**src/rtl/pipe_pkg.sv**
```systemverilog
// Shared constants for the flow-controlled pipeline stage registers:
// FSM state encoding and the EX/MEM and MEM/WB payload widths.
package pipe_pkg;

    typedef logic [1:0] state_t;

    localparam state_t ST_EMPTY = 2'd0;
    localparam state_t ST_FULL  = 2'd1;
    localparam state_t ST_SKID  = 2'd2;

    // EX/MEM: RegWrite, ResultSrc, MemWrite, LoadSize | ALUResult, WriteData, PCPlus4, Rd
    localparam int EXMEM_CTRL_W = 8;
    localparam int EXMEM_DATA_W = 101;

    // MEM/WB: RegWrite, ResultSrc | ALUResult, ReadData, PCPlus4, Rd
    localparam int MEMWB_CTRL_W = 3;
    localparam int MEMWB_DATA_W = 101;

endpackage

```
**src/rtl/pipe_sat_counter.sv**
```systemverilog
// Saturating up-counter used for the stall-cycle performance counter.
// Counts every cycle inc is high, sticks at all-ones, cleared only by rst.
module pipe_sat_counter #(
    parameter int CNT_W = 16
) (
    input  logic             clk,
    input  logic             rst,
    input  logic             inc,
    output logic [CNT_W-1:0] count
);

    logic [CNT_W-1:0] count_q;
    logic [CNT_W-1:0] count_d;

    // Next count: increment unless already saturated.
    always_comb begin
        count_d = count_q;
        if (inc && (count_q != {CNT_W{1'b1}})) begin
            count_d = count_q + {{(CNT_W-1){1'b0}}, 1'b1};
        end else begin
            count_d = count_q;
        end
    end

    // Counter register with synchronous reset.
    always_ff @(posedge clk) begin
        if (rst) begin
            count_q <= {CNT_W{1'b0}};
        end else begin
            count_q <= count_d;
        end
    end

    assign count = count_q;

endmodule

```
**src/rtl/pipe_stage_reg.sv**
```systemverilog
// Flow-controlled pipeline stage register with flush (bubble insertion),
// optional 2-entry skid buffer and a saturating stall-cycle counter.
module pipe_stage_reg
    import pipe_pkg::*;
#(
    parameter int CTRL_W  = EXMEM_CTRL_W,
    parameter int DATA_W  = EXMEM_DATA_W,
    parameter int SKID_EN = 1,
    parameter int CNT_W   = 16
) (
    input  logic              clk,
    input  logic              rst,
    input  logic              flush,
    input  logic              in_valid,
    output logic              in_ready,
    input  logic [CTRL_W-1:0] in_ctrl,
    input  logic [DATA_W-1:0] in_data,
    output logic              out_valid,
    input  logic              out_ready,
    output logic [CTRL_W-1:0] out_ctrl,
    output logic [DATA_W-1:0] out_data,
    output logic [CNT_W-1:0]  stall_cnt
);

    state_t            state_q, state_d;
    logic [CTRL_W-1:0] main_ctrl_q, main_ctrl_d;
    logic [DATA_W-1:0] main_data_q, main_data_d;
    logic [CTRL_W-1:0] skid_ctrl_q, skid_ctrl_d;
    logic [DATA_W-1:0] skid_data_q, skid_data_d;
    logic              in_ready_q, in_ready_d;
    logic              in_xfer_s;
    logic              out_xfer_s;
    logic              stall_inc_s;

    assign out_valid   = (state_q != ST_EMPTY);
    assign out_ctrl    = main_ctrl_q;
    assign out_data    = main_data_q;
    assign in_ready    = (SKID_EN != 0) ? in_ready_q : (out_ready | ~out_valid);
    assign in_xfer_s   = in_valid & in_ready;
    assign out_xfer_s  = out_valid & out_ready;
    assign stall_inc_s = out_valid & ~out_ready;

    // Next-state and payload steering; every path into EMPTY zeroes main ctrl.
    always_comb begin
        state_d     = state_q;
        main_ctrl_d = main_ctrl_q;
        main_data_d = main_data_q;
        skid_ctrl_d = skid_ctrl_q;
        skid_data_d = skid_data_q;
        if (flush) begin
            state_d     = ST_EMPTY;
            main_ctrl_d = {CTRL_W{1'b0}};
        end else if (SKID_EN != 0) begin
            case (state_q)
                ST_EMPTY: begin
                    if (in_valid) begin
                        state_d     = ST_FULL;
                        main_ctrl_d = in_ctrl;
                        main_data_d = in_data;
                    end else begin
                        state_d = ST_EMPTY;
                    end
                end
                ST_FULL: begin
                    if (in_valid && out_ready) begin
                        main_ctrl_d = in_ctrl;
                        main_data_d = in_data;
                    end else if (in_valid) begin
                        state_d     = ST_SKID;
                        skid_ctrl_d = in_ctrl;
                        skid_data_d = in_data;
                    end else if (out_ready) begin
                        state_d     = ST_EMPTY;
                        main_ctrl_d = {CTRL_W{1'b0}};
                    end else begin
                        state_d = ST_FULL;
                    end
                end
                ST_SKID: begin
                    if (out_ready) begin
                        state_d     = ST_FULL;
                        main_ctrl_d = skid_ctrl_q;
                        main_data_d = skid_data_q;
                    end else begin
                        state_d = ST_SKID;
                    end
                end
                default: begin
                    state_d     = ST_EMPTY;
                    main_ctrl_d = {CTRL_W{1'b0}};
                end
            endcase
        end else begin
            if (in_xfer_s) begin
                state_d     = ST_FULL;
                main_ctrl_d = in_ctrl;
                main_data_d = in_data;
            end else if (out_xfer_s) begin
                state_d     = ST_EMPTY;
                main_ctrl_d = {CTRL_W{1'b0}};
            end else begin
                state_d = state_q;
            end
        end
        in_ready_d = (state_d != ST_SKID);
    end

    // State and payload registers with synchronous reset.
    always_ff @(posedge clk) begin
        if (rst) begin
            state_q     <= ST_EMPTY;
            main_ctrl_q <= {CTRL_W{1'b0}};
            main_data_q <= {DATA_W{1'b0}};
            skid_ctrl_q <= {CTRL_W{1'b0}};
            skid_data_q <= {DATA_W{1'b0}};
            in_ready_q  <= 1'b1;
        end else begin
            state_q     <= state_d;
            main_ctrl_q <= main_ctrl_d;
            main_data_q <= main_data_d;
            skid_ctrl_q <= skid_ctrl_d;
            skid_data_q <= skid_data_d;
            in_ready_q  <= in_ready_d;
        end
    end

    pipe_sat_counter #(
        .CNT_W (CNT_W)
    ) u_stall_cnt (
        .clk   (clk),
        .rst   (rst),
        .inc   (stall_inc_s),
        .count (stall_cnt)
    );

endmodule

```
**config.mk**
```make
export PLATFORM = sky130hd
export DESIGN_NAME = pipe_stage_reg
export DESIGN_NICKNAME = d
export VERILOG_FILES = /design/src/rtl/pipe_pkg.sv /design/src/rtl/pipe_sat_counter.sv /design/src/rtl/pipe_stage_reg.sv
export SDC_FILE = /design/constraint.sdc
export NUM_CORES = 1
export LEC_CHECK = 0
export CORE_ASPECT_RATIO = 1.75
export CORE_UTILIZATION = 45
export DETAILED_ROUTE_END_ITERATION = 7
export HOLD_SLACK_MARGIN = 0.12
export PLACE_DENSITY = 0.76
export SLEW_MARGIN = 20
export SYNTH_ARGS = -nofsm -noshare
export SYNTH_HDL_FRONTEND = slang
export SYNTH_SLANG_ARGS = --single-unit
```
**constraint.sdc**
```tcl
create_clock -name clk -period 1.9 [get_ports clk]
set_clock_uncertainty 0.05 [all_clocks]
set_input_delay 0.38 -clock clk [delete_from_list [all_inputs] [get_ports clk]]
set_output_delay 0.38 -clock clk [all_outputs]
set_load 0.05 [all_outputs]
```
# After elaboration in Yosys (flattened, before gate mapping)
# Cells that the tools add are included.
[classes]
shift = 0
multipliers = 0
n_reduce_logical = 9
n_eq_ne = 9
n_bitwise = 4
n_mux = 17
div = 0
add_sub_neg = 1
order_cmp = 0
[op_table]
columns = ["cell", "count"]
rows = [
  ["two-way mux 101 bit", 3],
  ["one-hot mux 101 bit (3 select lines)", 1],
  ["two-way mux 8 bit", 5],
  ["one-hot mux 8 bit (3 select lines)", 1],
  ["adder 16 x 1 -> 16 bit, second input constant", 1],
  ["inequality test 16 bit, second input constant", 1],
  ["two-way mux 2 bit", 4],
  ["inequality test 2 bit, second input constant", 4],
  ["AND reduction 4 bit", 2],
  ["inequality test 3 bit, second input constant", 2],
  ["one-hot mux 2 bit (3 select lines)", 1],
  ["AND reduction 5 bit", 1],
  ["inverter 1 bit", 3],
  ["nonzero test 3 bit", 1],
  ["== test 2 x 1 -> 1 bit, second input constant", 1],
  ["== test 2 bit, second input constant", 1],
  ["logical AND 1 bit", 2],
  ["zero test 2 bit", 1],
  ["two-way mux 1 bit", 2],
  ["nonzero test 2 bit", 1],
  ["OR reduction 2 bit", 1],
  ["bitwise AND 1 bit", 1],
]
[totals]
n_memories = 0
elab_cells = 47
ff_bits = 237
latch_bits = 0
romBits = 0
inputBits = 114
output_inout_bits = 127
ramBits = 0

# Longest topological paths before layout
# Gate-level depths: netlist (run 1).
[logic_depth]
ltp_word = 6
depth_mapped = 8
mapped_depth_nobuf = 5

# Cells and area by module
# A second synthesis (run 1) with hierarchy kept.
[hier_totals]
hier_cells = 1132
area_unflattened_um2 = 11160.7
[by_module_without_submodules]
columns = ["module", "area_each_um2", "cells_each", "seq_area_each_um2", "instances"]
rows = [
  ["pipe_stage_reg", 10312.4, 1033, 4424.2, 1],
  ["pipe_sat_counter", 848.3, 99, 320.3, 1],
]

# Worst setup path after synthesis (run 1)
# OpenSTA, ideal clock, no wires.
[synth_timing]
kind = "reg-to-reg"
from = "reg u_stall_cnt.count_q[0], in the netlist u_stall_cnt.count[0]"
to = "reg u_stall_cnt.count_q[10], in the netlist u_stall_cnt.count[10]"
t_required_ns = 1.707
stages_incl_launch_ff = 6
path_slack_ns = -0.433
n_path_buf = 0
arrival_ns = 2.140
period_less_slack_ns = 2.333
setup_time_ns = 0.143
path_cell_list = "dfxtp_1 ha_1 nand4_1 or4_1 o311ai_1 o41ai_1"
[synth_via]
elab_chain_len = 2
elab_cells_between_ends = 3
classes_between = "add/sub: 1; eq/ne: 1; reduce/logical: 1"
[synth_lines]
columns = ["element", "line_no", "text"]
rows = [
  ["start: declaration", "pipe_sat_counter.sv:12", "logic [CNT_W-1:0] count_q;"],
  ["start signal: assignment", "pipe_sat_counter.sv:28", "count_q <= {CNT_W{1'b0}};"],
  ["start signal: assignment", "pipe_sat_counter.sv:30", "count_q <= count_d;"],
  ["branches (longest 2 deep; another with adder 16 x 1 -> 16 bit)", "-", ""],
]
# Parallel ways; which one is timed is not known.
# A chain may end at the register's enable or synchronous reset.

# Worst setup path after layout (run 1)
[layout_timing]
from = "reg state_q[0]"
to = "reg main_data_q[45], in the netlist out_data[45]"
[layout_via]
elab_chain_len = 3
elab_cells_between_ends = 9
classes_between = "eq/ne: 5; mux: 1; reduce/logical: 3"
[layout_lines]
columns = ["element", "line_no", "text"]
rows = [
  ["start: declaration", "pipe_stage_reg.sv:25", "state_t state_q, state_d;"],
  ["start signal: assignment", "pipe_stage_reg.sv:118", "state_q <= state_d;"],
  ["== test 2 x 1 -> 1 bit, or another cell as far along", "pipe_stage_reg.sv:54", "case (state_q)"],
  ["inequality test 2 bit (no source line) / nonzero test 3 bit (equally long branches)", "-", ""],
  ["AND reduction 5 bit (no source line)", "-", ""],
  ["end signal: assignment", "pipe_stage_reg.sv:113", "main_data_q <= {DATA_W{1'b0}};"],
  ["end signal: assignment", "pipe_stage_reg.sv:120", "main_data_q <= main_data_d;"],
  ["end: declaration", "pipe_stage_reg.sv:27", "logic [DATA_W-1:0] main_data_q, main_data_d;"],
]
# Several ways; a longest one is shown, not always the timed one.

==> results of run 1 <==
-- flip-flops by register name, indices dropped and copies added, names as in the netlist --
register           count
in_ready               1
out_data             101
skid_data_q          101
skid_ctrl_q            8
state_q                2
out_ctrl               8
u_stall_cnt.count     16
-- power by group --
| part | leakage [nW] | internal, mW | switching, mW |
|---|---|---|---|
| combinational | 2.97 | 0.796 | 1.31 |
| sequential | 1.94 | 5.17 | 0.133 |
| clock | 0.350 | 2.53 | 1.95 |
-- metrics by stage --
step,setup TNS [ns],cells,cell area (µm²)
after CTS,0,1742,14100
after detailed placement,-70.82,1704,13300
after global routing,-0.0159,1744,14100
after global placement,-63.54,1704,13300
after floorplan,0,1205,10500
final,0,1744,14100
-- cell type report --
| class | instances | area [µm²] | share of cell area |
|---|---|---|---|
| sequential | 237 | 4770 | 0.338 |
| clock buffer | 26 | 597 | 0.0423 |
| multi-input combinational | 750 | 4910 | 0.348 |
| antenna | 1 | 2.50 | 0.000177 |
| tap | 300 | 375 | 0.0266 |
| timing repair buffer | 312 | 2920 | 0.207 |
| inverter | 106 | 398 | 0.0282 |
| clock inverter | 12 | 126 | 0.00896 |
-- worst max-delay path, delay by kind of cell, from the launching register on --
family	cells	cell delay, ns
AO/OA/AOI/OAI	2	0.45
flip-flops	1	0.42
multiplexers	1	0.32
buffers and inverters	2	0.30
AND/OR/NAND/NOR	1	0.18
-- cell families (layout without fill, tap and decap cells) --
logic type,count (synthesis),in the layout,synth area share
mux,111,111,0.120
fa+ha+maj,1,1,0.00120
simple gates,293,293,0.118
flops,237,237,0.455
buf+inv,218,456,0.0828
compound gates,344,344,0.223
other cells,0,1,0
xor+xnor,1,1,0.000840
-- synthesized netlist by cell type (all sizes together) --
cell type,number,area [µm²]
nand2,229,860
and4,2,17.5
o22ai,1,6.26
a222oi,8,80.1
or3,1,6.26
and3,2,12.5
nand4,5,46.3
dfxtp,237,4740
mux2,109,1230
nor2,19,71.3
nor3,7,46.3
o31ai,1,7.51
o21ai,3,18.8
a21oi,117,586
o41ai,2,17.5
nand2b,4,25.0
a21boi,1,7.51
a41oi,2,17.5
nor4,3,18.8
a2111oi,1,15.0
buf,36,180
inv,106,398
and2,2,12.5
or4,3,22.5
or2,2,12.5
xnor2,1,8.76
o21ba,1,10.0
clkbuf,76,285
nand3,4,20.0
ha,1,12.5
nor2b,10,62.6
mux2i,2,20.0
o211ai,1,7.51
a21o,1,7.51
a211oi,204,1530
o311ai,1,8.76
-- repair_timing --
item	4_1_cts	5_1_grt
setup endpoints to repair	46	89
gates resized for setup	19	7
hold buffers	0	0
buffers inserted	0	1
pin swaps	0	1
-- final timing paths --
check | from | to | depth (start not counted)
worst max-delay path | state_q[0]$_SDFF_PP0_ | out_data[45]$_SDFFE_PP0P_ | 6
worst min register to register | skid_data_q[14]$_SDFFE_PP0P_ | skid_data_q[14]$_SDFFE_PP0P_ | 2
worst min-delay path | rst | skid_data_q[40]$_SDFFE_PP0P_ | 2
worst max register to register | state_q[0]$_SDFF_PP0_ | out_data[45]$_SDFFE_PP0P_ | 6
-- routing by layer --
layer,track usage,part of all wire
met5,0,0
met4,0.135,0.045
met3,0.0380,0.051
met2,0.435,0.52
met1,0.285,0.39
==> impl_results.html, run 1 <==
<table>
<tr><th>Metric</th><th>Value</th></tr>
<tr><th colspan="2">GRT</th></tr>
<tr><td>Total routing resource utilization after global routing</td><td>0.249</td></tr>
<tr><td>Total global routing overflow</td><td>0</td></tr>
<tr><td>Via count of the first global-routing pass</td><td>9364</td></tr>
<tr><td>Pin count of the biggest net entering global routing</td><td>125</td></tr>
<tr><td>First-pass GRT wire length</td><td>47.3 mm</td></tr>
<tr><td>Number of antenna violations at the first check in global routing</td><td>1</td></tr>
<tr><th colspan="2">Detailed routing</th></tr>
<tr><td>DRC</td><td>0</td></tr>
<tr><td>Average wire per cell in the routed design</td><td>17.2 µm</td></tr>
<tr><td>Number of vias per cell after detailed routing</td><td>5.47</td></tr>
<tr><td>First-pass iteration count of the detailed router</td><td>5</td></tr>
<tr><td>Overall routed net length</td><td>29.9 mm</td></tr>
<tr><td>Via count</td><td>9538</td></tr>
<tr><td>ANT nets after route</td><td>0</td></tr>
<tr><td>First DRT Iteration DRCs</td><td>635</td></tr>
<tr><th colspan="2">STA</th></tr>
<tr><td>Final worst hold slack</td><td>0.175 ns</td></tr>
<tr><td>Fmax</td><td>541 MHz</td></tr>
<tr><td>Number of failing setup endpoints in the final timing report</td><td>0</td></tr>
<tr><td>Max Slew Vio Count</td><td>0</td></tr>
<tr><td>Post-route setup slack</td><td>0.0511 ns</td></tr>
<tr><td>Relative slew slack</td><td>0.586</td></tr>
<tr><td>Worst slew pin tran</td><td>0.621 ns</td></tr>
<tr><td>Tmin final</td><td>1.85 ns</td></tr>
<tr><td>Part of the cycle the worst path needs</td><td>0.973</td></tr>
<tr><td>Final hold violation count</td><td>0</td></tr>
<tr><td>RSZ-0062 raised after global routing</td><td>yes</td></tr>
<tr><th colspan="2">Clock tree</th></tr>
<tr><td>CTS tree</td><td>yes</td></tr>
<tr><td>Count of H-tree levels built during CTS</td><td>1</td></tr>
<tr><td>Later-pin clock latency in the skew report</td><td>0.51 ns</td></tr>
<tr><td>TritonCTS Buffers</td><td>22</td></tr>
<tr><td>Longest Clk Path Bufs</td><td>3</td></tr>
<tr><td>Clk pin slew, worst setup/hold paths</td><td>0.07 ns</td></tr>
<tr><td>Clock root buffer master</td><td>clkbuf_16</td></tr>
<tr><td>Sink count of the clock tree</td><td>237</td></tr>
<tr><th colspan="2">Floorplan</th></tr>
<tr><td>I/O pin total</td><td>241</td></tr>
<tr><td>Die boundary width</td><td>117 µm</td></tr>
<tr><td>Chip height</td><td>203 µm</td></tr>
<tr><td>Core Rows</td><td>73</td></tr>
<tr><td>Total core area</td><td>0.0227 mm²</td></tr>
<tr><td>Die area</td><td>0.0238 mm²</td></tr>
<tr><td>Effective utilization at floorplan</td><td>0.459</td></tr>
<tr><th colspan="2">Layout</th></tr>
<tr><td>Most used cells in the layout excluding fill and tap cells</td><td>228 x nand2_1, 222 x dfxtp_1, 203 x a211oi_1</td></tr>
<tr><td>Final core utilization</td><td>0.620</td></tr>
<tr><td>Layout cells sized above 1</td><td>0.234</td></tr>
<tr><td>Final-stage net count</td><td>1544</td></tr>
<tr><td>Commonest non-fill, non-tap cell in the layout</td><td>nand2_1</td></tr>
<tr><td>Layout overhead on the synthesized area</td><td>35.2%</td></tr>
<tr><td>Count of fill cells added during filler insertion</td><td>1873</td></tr>
<tr><th colspan="2">Setup path</th></tr>
<tr><td>Critical path startpoint category</td><td>flip-flop</td></tr>
<tr><td>Arrival @ worst endpoint</td><td>2.18 ns</td></tr>
<tr><td>Largest driver fanout on the critical path</td><td>12</td></tr>
<tr><td>Capturing element type of the critical path</td><td>flip-flop</td></tr>
<tr><td>Reg-to-reg slack, setup</td><td>0.05 ns</td></tr>
<tr><td>Critical Path RT</td><td>2.23 ns</td></tr>
<tr><td>CP cell instances</td><td>nand2b_4 -&gt; buf_12 -&gt; buf_12 -&gt; mux2_1 -&gt; a211oi_1 -&gt; a211oi_1</td></tr>
<tr><td>Path type of the worst setup path</td><td>flip-flop to flip-flop</td></tr>
<tr><td>Master of the slowest instance on the critical path</td><td>dfxtp_4</td></tr>
<tr><td>Crit path largest cell delay</td><td>0.42 ns</td></tr>
<tr><th colspan="2">Logic synthesis</th></tr>
<tr><td>Yosys synthesis warning count</td><td>0</td></tr>
<tr><td>Number of nets in the synthesized netlist</td><td>1320</td></tr>
<tr><td>Cells after synthesis</td><td>1205</td></tr>
<tr><td>Unique masters post-synth</td><td>43</td></tr>
<tr><td>Post-synthesis cell area</td><td>0.0104 mm²</td></tr>
<tr><td>Sequential fraction of the synthesis area</td><td>0.455</td></tr>
<tr><td>Syn avg cell area</td><td>8.66 µm²</td></tr>
<tr><td>Count of state elements after synthesis</td><td>237</td></tr>
<tr><th colspan="2">Run status</th></tr>
<tr><td>Result of the run</td><td>complete, no violations</td></tr>
<tr><th colspan="2">Power and ir drop</th></tr>
<tr><td>Standby leakage power</td><td>5.26 nW</td></tr>
<tr><td>Final total power</td><td>11.9 mW</td></tr>
<tr><td>Peak supply drop</td><td>594 µV</td></tr>
<tr><td>Power Dens Cells</td><td>844 mW/mm²</td></tr>
<tr><th colspan="2">Placed design</th></tr>
<tr><td>Half-perimeter wire length of the detailed placement result</td><td>20.0 mm</td></tr>
<tr><td>Worst-case setup slack after placement</td><td>-0.400 ns</td></tr>
<tr><td># port buffers</td><td>240</td></tr>
<tr><td>Weighted congestion reported at the end of routability-driven placement</td><td>0.858</td></tr>
<tr><th colspan="2">Job</th></tr>
<tr><td>Max-Cap Viols</td><td>0</td></tr>
<tr><th colspan="2">Worst hold path</th></tr>
<tr><td>Hold Crit Class</td><td>input pin to flip-flop</td></tr>
</table>
(Power assumes the default switching activity.)
==> run 2: changes to the inputs <==
SKIP_CTS_REPAIR_TIMING = 1   (was default)
==> run 2 against run 1 <==
Against the previous run: flip-flop and latch count unchanged; fmax increased by 0.19%; largest power group unchanged; critical path depth unchanged.
==> impl_results.html, run 2 (synthesized netlist as in run 1, its figures left out) <==
<table>
<tr><th>Metric</th><th>Value</th></tr>
<tr><th colspan="2">Floorplan</th></tr>
<tr><td>I/O pin total</td><td>241</td></tr>
<tr><td>Die area</td><td>0.0238 mm²</td></tr>
<tr><td>Chip height</td><td>203 µm</td></tr>
<tr><td>Die boundary width</td><td>117 µm</td></tr>
<tr><td>Effective utilization at floorplan</td><td>0.459</td></tr>
<tr><td>Total core area</td><td>0.0227 mm²</td></tr>
<tr><td>Core Rows</td><td>73</td></tr>
<tr><th colspan="2">Clock tree</th></tr>
<tr><td>Sink count of the clock tree</td><td>237</td></tr>
<tr><td>Longest Clk Path Bufs</td><td>3</td></tr>
<tr><td>Clk pin slew, worst setup/hold paths</td><td>0.07 ns</td></tr>
<tr><td>Clock root buffer master</td><td>clkbuf_16</td></tr>
<tr><td>CTS tree</td><td>yes</td></tr>
<tr><td>TritonCTS Buffers</td><td>22</td></tr>
<tr><td>Count of H-tree levels built during CTS</td><td>1</td></tr>
<tr><td>Later-pin clock latency in the skew report</td><td>0.50 ns</td></tr>
<tr><th colspan="2">Detailed routing</th></tr>
<tr><td>First-pass iteration count of the detailed router</td><td>6</td></tr>
<tr><td>Overall routed net length</td><td>30.0 mm</td></tr>
<tr><td>Via count</td><td>9519</td></tr>
<tr><td>DRC</td><td>0</td></tr>
<tr><td>First DRT Iteration DRCs</td><td>639</td></tr>
<tr><td>ANT nets after route</td><td>0</td></tr>
<tr><td>Average wire per cell in the routed design</td><td>17.2 µm</td></tr>
<tr><td>Number of vias per cell after detailed routing</td><td>5.46</td></tr>
<tr><th colspan="2">Job</th></tr>
<tr><td>Max-Cap Viols</td><td>0</td></tr>
<tr><th colspan="2">GRT</th></tr>
<tr><td>Number of antenna violations at the first check in global routing</td><td>1</td></tr>
<tr><td>Total routing resource utilization after global routing</td><td>0.249</td></tr>
<tr><td>Total global routing overflow</td><td>0</td></tr>
<tr><td>Via count of the first global-routing pass</td><td>9359</td></tr>
<tr><td>Pin count of the biggest net entering global routing</td><td>125</td></tr>
<tr><td>First-pass GRT wire length</td><td>47.3 mm</td></tr>
<tr><th colspan="2">Worst hold path</th></tr>
<tr><td>Hold Crit Class</td><td>input pin to flip-flop</td></tr>
<tr><td>HP Start</td><td>rst</td></tr>
<tr><th colspan="2">Layout</th></tr>
<tr><td>Final core utilization</td><td>0.622</td></tr>
<tr><td>Layout overhead on the synthesized area</td><td>35.7%</td></tr>
<tr><td>Most used cells in the layout excluding fill and tap cells</td><td>228 x nand2_1, 222 x dfxtp_1, 204 x a211oi_1</td></tr>
<tr><td>Commonest non-fill, non-tap cell in the layout</td><td>nand2_1</td></tr>
<tr><td>Layout cells sized above 1</td><td>0.234</td></tr>
<tr><td>Final-stage net count</td><td>1543</td></tr>
<tr><th colspan="2">Power and ir drop</th></tr>
<tr><td>Final total power</td><td>11.9 mW</td></tr>
<tr><td>Power Dens Cells</td><td>841 mW/mm²</td></tr>
<tr><td>Standby leakage power</td><td>5.43 nW</td></tr>
<tr><td>Peak supply drop</td><td>591 µV</td></tr>
<tr><th colspan="2">Setup path</th></tr>
<tr><td>Largest driver fanout on the critical path</td><td>12</td></tr>
<tr><td>Origin of the critical flop-to-flop path</td><td>state_q[0]$_SDFF_PP0_</td></tr>
<tr><td>Critical path startpoint category</td><td>flip-flop</td></tr>
<tr><td>Path type of the worst setup path</td><td>flip-flop to flip-flop</td></tr>
<tr><td>Capturing element type of the critical path</td><td>flip-flop</td></tr>
<tr><td>Arrival @ worst endpoint</td><td>2.18 ns</td></tr>
<tr><td>Critical Path RT</td><td>2.23 ns</td></tr>
<tr><td>Origin of the worst setup path</td><td>state_q[0]$_SDFF_PP0_</td></tr>
<tr><th colspan="2">Placed design</th></tr>
<tr><td># port buffers</td><td>240</td></tr>
<tr><td>Weighted congestion reported at the end of routability-driven placement</td><td>0.858</td></tr>
<tr><td>Half-perimeter wire length of the detailed placement result</td><td>20.0 mm</td></tr>
<tr><th colspan="2">STA</th></tr>
<tr><td>Relative slew slack</td><td>0.567</td></tr>
<tr><td>Worst slew pin tran</td><td>0.650 ns</td></tr>
<tr><td>Part of the cycle the worst path needs</td><td>0.971</td></tr>
<tr><td>Final hold violation count</td><td>0</td></tr>
<tr><td>Number of failing setup endpoints in the final timing report</td><td>0</td></tr>
<tr><td>Max Slew Vio Count</td><td>0</td></tr>
<tr><td>RSZ-0062 raised after global routing</td><td>yes</td></tr>
<tr><td>Fmax</td><td>542 MHz</td></tr>
<tr><td>Tmin final</td><td>1.85 ns</td></tr>
<tr><th colspan="2">Run status</th></tr>
<tr><td>Result of the run</td><td>complete, no violations</td></tr>
</table>
-- run 2: cell types whose count changed in the layout (fill, tap and decap cells not counted) --
cell	previous run	this run
a211oi_1	203	204
inv_2	0	1
buf_6	2	1
inv_1	106	105
dlymetal6s2s_1	0	15
nor2_2	0	1
dlygate4sd2_1	14	0
clkdlybuf4s15_1	1	0
a2111oi_4	0	1
a2111oi_2	1	0
nor2_1	18	17
a211oi_2	1	0
-- run 2: critical path, stage by stage, from the launching register on --
cell and delay (ns):
dfxtp_4 0.42, nand2b_4 0.18, buf_12 0.15, buf_12 0.14, mux2_1 0.32, a211oi_1 0.36
a211oi_1 0.09
-- run 2: layer usage --
layer | wire [µm] | vias up | GRT usage
met5 | 0 | - | 0
met2 | 15600 | 320 | 0.435
met1 | 11500 | 4492 | 0.285
li1 | - | 4625 | -
met3 | 1560 | 82 | 0.0377
met4 | 1320 | 0 | 0.136
-- run 2: stage by stage --
| step | worst slack [ns] | std cells | hold slack (ns) | cell area [µm²] | TNS, ns |
|---|---|---|---|---|---|
| floorplan | 0.00582 | 1205 | 0.382 | 10500 | 0 |
| global placement | -0.352 | 1704 | 0.387 | 13300 | -63.54 |
| detailed placement | -0.400 | 1704 | 0.394 | 13300 | -70.82 |
| CTS | -0.223 | 1742 | 0.169 | 14100 | -3.53 |
| global route | -0.00443 | 1743 | 0.190 | 14200 | -0.00620 |
| finish | 0.0546 | 1743 | 0.177 | 14200 | 0 |
-- run 2: worst paths after layout --
| kind | depth (start not counted) | end | slack [ns] |
|---|---|---|---|
| max | 6 | out_data[45]$_SDFFE_PP0P_ | 0.05 |
| min | 2 | skid_data_q[40]$_SDFFE_PP0P_ | 0.18 |
| max reg2reg | 6 | out_data[45]$_SDFFE_PP0P_ | 0.05 |
| min reg2reg | 2 | out_data[93]$_SDFFE_PP0P_ | 0.40 |
-- run 2: cell type report --
| cell class | count | area (µm²) |
|---|---|---|
| antenna | 1 | 2.50 |
| clock buffer | 26 | 597 |
| clock inverter | 12 | 126 |
| fill | 1855 | 8590 |
| inverter | 106 | 398 |
| multi-input combinational | 750 | 4920 |
| sequential | 237 | 4770 |
| tap | 300 | 375 |
| timing repair buffer | 311 | 2970 |
-- run 2: power by group --
| part | leakage [nW] | switching, mW | internal [mW] |
|---|---|---|---|
| registers | 1.94 | 0.133 | 5.17 |
| logic | 3.14 | 1.31 | 0.808 |
| clock network | 0.350 | 1.94 | 2.53 |
